### config.mk
export PLATFORM = sky130hd
export DESIGN_NAME = ye_word_packer_flat
export DESIGN_NICKNAME = d
export VERILOG_FILES = /design/src/rtl/ye_word_packer_if.sv /design/src/rtl/ye_word_packer.sv /design/src/flat_wrapper.sv
export SDC_FILE = /design/constraint.sdc
export NUM_CORES = 1
export LEC_CHECK = 0
export ABC_AREA = 0
export CORE_MARGIN = 4
export CORE_UTILIZATION = 60
export CTS_BUF_LIST = sky130_fd_sc_hd__clkbuf_8
export DETAILED_ROUTE_END_ITERATION = 16
export GPL_ROUTABILITY_DRIVEN = 0
export PLACE_DENSITY = 0.78
export SKIP_CTS_REPAIR_TIMING = 1
export SLEW_MARGIN = 20
export SYNTH_ARGS = -nofsm -noshare
export SYNTH_HDL_FRONTEND = slang
export SYNTH_SLANG_ARGS = --single-unit
### constraint.sdc
create_clock -name clk -period 2.6 [get_ports clk]
set_input_delay 0.52 -clock clk [delete_from_list [all_inputs] [get_ports clk]]
set_output_delay 0.52 -clock clk [all_outputs]
set_load 0.03 [all_outputs]
### src/rtl/ye_word_packer_if.sv
// Symbol-in / packed-word-out bundle for ye_word_packer.
// slave is the packer side; master is the producer/consumer side driving it.
interface ye_word_packer_if #(
    parameter int unsigned WORD_W = 8,
    parameter int unsigned CNT_W  = 3
);
    logic [1:0]        sym_in;
    logic              sym_valid;
    logic              flush;
    logic [WORD_W-1:0] word_out;
    logic              word_valid;
    logic              word_ready;
    logic [CNT_W-1:0]  fifo_count;
    logic              overflow;

    modport slave (
        input  sym_in, sym_valid, flush, word_ready,
        output word_out, word_valid, fifo_count, overflow
    );

    modport master (
        output sym_in, sym_valid, flush, word_ready,
        input  word_out, word_valid, fifo_count, overflow
    );
endinterface

### src/rtl/ye_word_packer.sv
// Packs consecutive 2-bit ye symbols into words, LSB-first, and queues them in a small FIFO
// with a valid/ready output side, exact occupancy and a sticky overflow flag.
module ye_word_packer #(
    parameter int unsigned SYMS_PER_WORD = 4,
    parameter int unsigned DEPTH         = 4,
    parameter int unsigned CNT_W         = 3
) (
    input  logic              clk,
    input  logic              rst,
    ye_word_packer_if.slave   bus
);
    localparam int unsigned WORD_W = 2 * SYMS_PER_WORD;
    localparam int unsigned PH_W   = $clog2(SYMS_PER_WORD);
    localparam int unsigned PTR_W  = $clog2(DEPTH);

    logic [PH_W-1:0]   phase_q, phase_d;
    logic [WORD_W-1:0] pack_q, pack_d;
    logic [WORD_W-1:0] word_full;
    logic [WORD_W-1:0] mem [DEPTH];
    logic [PTR_W-1:0]  wr_ptr_q, wr_ptr_d, rd_ptr_q, rd_ptr_d;
    logic [CNT_W-1:0]  count_q, count_d;
    logic              ovf_q, ovf_d;
    logic              complete, pop, full, push_ok;

    always_comb begin
        word_full = pack_q;
        for (int i = 0; i < SYMS_PER_WORD; i++) begin
            if (PH_W'(i) == phase_q) word_full[2*i +: 2] = bus.sym_in;
        end

        complete = bus.sym_valid && (phase_q == PH_W'(SYMS_PER_WORD - 1));
        pop      = (count_q != '0) && bus.word_ready;
        full     = (count_q == CNT_W'(DEPTH));
        // A pop on the same edge frees the head slot, so a full FIFO still takes the word.
        push_ok  = complete && (!full || pop);

        phase_d  = phase_q;
        pack_d   = pack_q;
        if (bus.sym_valid) begin
            if (complete) begin
                phase_d = '0;
                pack_d  = '0;
            end else begin
                phase_d = phase_q + PH_W'(1);
                pack_d  = word_full;
            end
        end

        wr_ptr_d = push_ok ? wr_ptr_q + PTR_W'(1) : wr_ptr_q;
        rd_ptr_d = pop ? rd_ptr_q + PTR_W'(1) : rd_ptr_q;
        count_d  = count_q;
        if (push_ok && !pop)      count_d = count_q + CNT_W'(1);
        else if (!push_ok && pop) count_d = count_q - CNT_W'(1);
        ovf_d    = ovf_q || (complete && !push_ok);
    end

    always_ff @(posedge clk or posedge rst) begin
        if (rst) begin
            phase_q  <= '0;
            pack_q   <= '0;
            wr_ptr_q <= '0;
            rd_ptr_q <= '0;
            count_q  <= '0;
            ovf_q    <= 1'b0;
        end else if (bus.flush) begin
            phase_q  <= '0;
            pack_q   <= '0;
            wr_ptr_q <= '0;
            rd_ptr_q <= '0;
            count_q  <= '0;
            ovf_q    <= 1'b0;
        end else begin
            phase_q  <= phase_d;
            pack_q   <= pack_d;
            wr_ptr_q <= wr_ptr_d;
            rd_ptr_q <= rd_ptr_d;
            count_q  <= count_d;
            ovf_q    <= ovf_d;
        end
    end

    // Storage needs no reset: word_out is masked whenever the FIFO is empty.
    always_ff @(posedge clk) begin
        if (!rst && !bus.flush && push_ok) mem[wr_ptr_q] <= word_full;
    end

    always_comb begin
        bus.word_valid = (count_q != '0);
        bus.word_out   = bus.word_valid ? mem[rd_ptr_q] : '0;
        bus.fifo_count = count_q;
        bus.overflow   = ovf_q;
    end
endmodule

### src/flat_wrapper.sv
// flat-port wrapper written by rule: the top's interface ports become plain ports
module ye_word_packer_flat 
#(
    parameter int unsigned SYMS_PER_WORD = 4,
    parameter int unsigned DEPTH         = 4,
    parameter int unsigned CNT_W         = 3
)
  (clk, rst, bus_sym_in, bus_sym_valid, bus_flush, bus_word_ready, bus_word_out, bus_word_valid, bus_fifo_count, bus_overflow);
  ye_word_packer_if #(.WORD_W(8), .CNT_W(CNT_W)) bus_i ();
  input  logic clk;
  input  logic rst;
  input wire logic [$bits(bus_i.sym_in)-1:0] bus_sym_in;
  input wire logic [$bits(bus_i.sym_valid)-1:0] bus_sym_valid;
  input wire logic [$bits(bus_i.flush)-1:0] bus_flush;
  input wire logic [$bits(bus_i.word_ready)-1:0] bus_word_ready;
  output wire logic [$bits(bus_i.word_out)-1:0] bus_word_out;
  output wire logic [$bits(bus_i.word_valid)-1:0] bus_word_valid;
  output wire logic [$bits(bus_i.fifo_count)-1:0] bus_fifo_count;
  output wire logic [$bits(bus_i.overflow)-1:0] bus_overflow;
  assign bus_i.sym_in = bus_sym_in;
  assign bus_i.sym_valid = bus_sym_valid;
  assign bus_i.flush = bus_flush;
  assign bus_i.word_ready = bus_word_ready;
  assign bus_word_out = bus_i.word_out;
  assign bus_word_valid = bus_i.word_valid;
  assign bus_fifo_count = bus_i.fifo_count;
  assign bus_overflow = bus_i.overflow;
  ye_word_packer #(.SYMS_PER_WORD(SYMS_PER_WORD), .DEPTH(DEPTH), .CNT_W(CNT_W)) u_core (.clk(clk), .rst(rst), .bus(bus_i));
endmodule
==> impl_metrics.env <==
export IMPL_syn_nets=185
export IMPL_cts_buffers=5
export IMPL_rsz0062_at_grt="no"
export IMPL_dieHeight_um=71.7
export IMPL_clk_root_buffer_cell="clkbuf_8"
export IMPL_intPower_w=0.00142
export IMPL_antenna_left=0
export IMPL_finClkSkew_ns=0.00561
export IMPL_first_global_vias=1442
export IMPL_grt_max_degree=19
export IMPL_drt_first_pass_iters=5
export IMPL_yosysWarningCount=0
export IMPL_layout_commonest_cell="edfxtp_1"
export IMPL_crit_type="flop to output pin"
export IMPL_outcome="completed"
export IMPL_fp_dieArea_um2=5130
export IMPL_nets=211
export IMPL_yosys_area_share_simple_pct=13.2
export IMPL_worst_slew_pin_slew_ns=0.698
export IMPL_io_pins=20
export IMPL_synth_xor_area_share_pct=1.39
export IMPL_synth_area_um2=2430
export IMPL_synth_compound_area_share_pct=5.92
export IMPL_cts_buffer_depth=2
export IMPL_leakage_nw=1.25
export IMPL_cts_sinks=50
export IMPL_hpwl_um=2930
export IMPL_crit_fanout=11
export IMPL_portBuffers=19
export IMPL_via_per_inst=5.75
export IMPL_drtIter0Drc=81
export IMPL_power_frac_clock_pct=27.0
export IMPL_seq_area_frac_synth_pct=58.1
export IMPL_multi_input_area_um2=922
export IMPL_r2r_cells=8
export IMPL_final_area_um2=2820
export IMPL_worstSetupEndpointType="output pin"
export IMPL_hold_violations=0
export IMPL_start_util_pct=64.0
export IMPL_layout_common_cells="edfxtp_1 (32), dfrtp_1 (18), nor2_1 (14), a21oi_1 (14), clkdlybuf4s50_1 (11)"
export IMPL_area_growth_pct=16.1
export IMPL_grt_pass1_wl_um=7090
export IMPL_synth_ff_latch_count=50
export IMPL_regArea_um2=1410
export IMPL_ctsHtreeMaxLevel=2
export IMPL_maxCapViolCount=0
export IMPL_synthDistinctLibCells=41
export IMPL_hp_class="flop to flop"
export IMPL_grt_overflow_total=0
export IMPL_arrival_ns=1.90
export IMPL_grt_total_usage_pct=18.3
export IMPL_holdWs_ns=0.499
export IMPL_core_um2=3800
export IMPL_relSlewSlack_pct=53.4
export IMPL_fp_row_count=22
export IMPL_die_w_um=71.7
export IMPL_fillers=262
export IMPL_cts_tree="done"
export IMPL_p_switching_w=0.000588
export IMPL_drc_errors=0
export IMPL_peakVddDrop_uv=468
export IMPL_fmax_mhz=413
export IMPL_synthCells=169
export IMPL_synth_top_family_by_area="simple AND/OR/NAND/NOR gates"
export IMPL_syn_area_per_cell_um2=14.4
export IMPL_post_route_util_pct=74.3
export IMPL_async_flop_share_pct=36.0
export IMPL_cp_data_required_time_ns=2.08
export IMPL_synthAdderAreaFrac_pct=4.94
export IMPL_finalCritPeriodShare_pct=93.1
export IMPL_placed_area_um2=2690
export IMPL_clk_insertion_delay_late_ns=0.30
export IMPL_muxShareOfSynthArea_pct=12.5
export IMPL_setup_viol=0
export IMPL_synth_edf_count=32
export IMPL_drive_gt1_share_pct=20.9
export IMPL_wl_per_cell_um=17.1
export IMPL_synth_ff_type="edfxtp_1"
export IMPL_clk_pin_slew_ns=0.09
export IMPL_antenna_found_initial=0
export IMPL_p_seq_share_pct=44.7
export IMPL_hold_depth=2
export IMPL_min_period_ns=2.42
export IMPL_drt_total_wl_um=4160
export IMPL_cp_start_kind="flop"
export IMPL_p_comb_share_pct=28.2
export IMPL_final_max_slew_violation_count=0
export IMPL_via_count=1404
export IMPL_power_density_nw_per_um2=712
export IMPL_swShare_pct=29.2
export IMPL_n_antenna_cell=0
-- sequential cells by signal, summed over array words and instances (netlist names) --
| signal | cells |
|---|---|
| u_core.bus.overflow | 1 |
| u_core.wr_ptr_q | 2 |
| u_core.bus.fifo_count | 3 |
| u_core.rd_ptr_q | 2 |
| u_core.phase_q | 2 |
| u_core.pack_q | 8 |
| u_core.mem | 32 |
-- power groups by stage --
stage	Combinational, W	Clock [W]	Sequential (W)
2_1_floorplan	0.000378	0	0.000932
3_3_place_gp	0.000560	0	0.000914
3_5_place_dp	0.000578	0	0.000916
4_1_cts	0.000579	0.000546	0.000899
5_1_grt	0.000608	0.000593	0.000904
6_report	0.000567	0.000543	0.000899
-- final cells by class --
type                            instances  area share [%]
Clock buffer                            5            2.44
Sequential cell                        50            50.0
Tap cell                               48            2.13
Timing Repair Buffer                   27            10.0
Multi-Input combinational cell        102            32.7
Clock inverter                          3            1.55
Inverter                                9            1.20
-- critical path: stages, from the launching register on --
cell             delay, ns
dfrtp_1               0.48
or3_4                 0.50
clkdlybuf4s50_1       0.62
-- logic make-up after synthesis --
kind of cell | count (synthesis)
xor+xnor | 3
compound gates | 24
mux | 17
simple gates | 49
flops | 50
fa+ha+maj | 9
buf+inv | 17
-- metrics by stage --
step                total power (W)  setup TNS, ns  cells  worst slack (ns)
floorplan                   0.00131              0    169             0.555
global placement            0.00147              0    236             0.234
detailed placement          0.00149              0    236             0.127
CTS                         0.00202         -0.747    244            -0.124
global route                0.00210              0    244             0.106
finish                      0.00201              0    244             0.179
-- routing by layer --
| layer | vias up | GRT usage, % | share of wire (%) | routed length, um |
|---|---|---|---|---|
| li1 | 663 | - | - | - |
| met1 | 695 | 23.8 | 43 | 1800 |
| met2 | 41 | 30.6 | 51 | 2130 |
| met3 | 5 | 5.05 | 4.7 | 195 |
| met4 | 0 | 4.59 | 0.91 | 38 |
| met5 | - | 0 | 0 | 0 |
-- synth_stat cells, types with 3 or more instances --
library cell	number	area [um2]
nor2_1	14	52.6
nand3_1	3	15.0
mux2_2	8	90.1
dfrtp_1	18	450
nor2b_1	7	43.8
and2_2	8	60.1
mux4_1	6	158
inv_1	9	33.8
ha_1	8	100
and2_1	5	31.3
a21oi_1	14	70.1
edfxtp_1	32	961
-- final timing paths --
| kind | start | to | slack (ns) |
|---|---|---|---|
| hold / removal | u_core.bus.overflow | u_core.bus.overflow | 0.50 |
| setup / recovery | u_core.bus.fifo_count[1] | bus_word_valid | 0.18 |
| min in group asynchronous | rst | u_core.bus.overflow | 0.72 |
| max in group asynchronous | rst | u_core.bus.fifo_count[0] | 1.44 |
| setup reg to reg | u_core.bus.fifo_count[0] | u_core.bus.fifo_count[2] | 0.51 |
| hold reg to reg | u_core.bus.overflow | u_core.bus.overflow | 0.50 |
No activity file was read; power rests on OpenSTA's default activity.
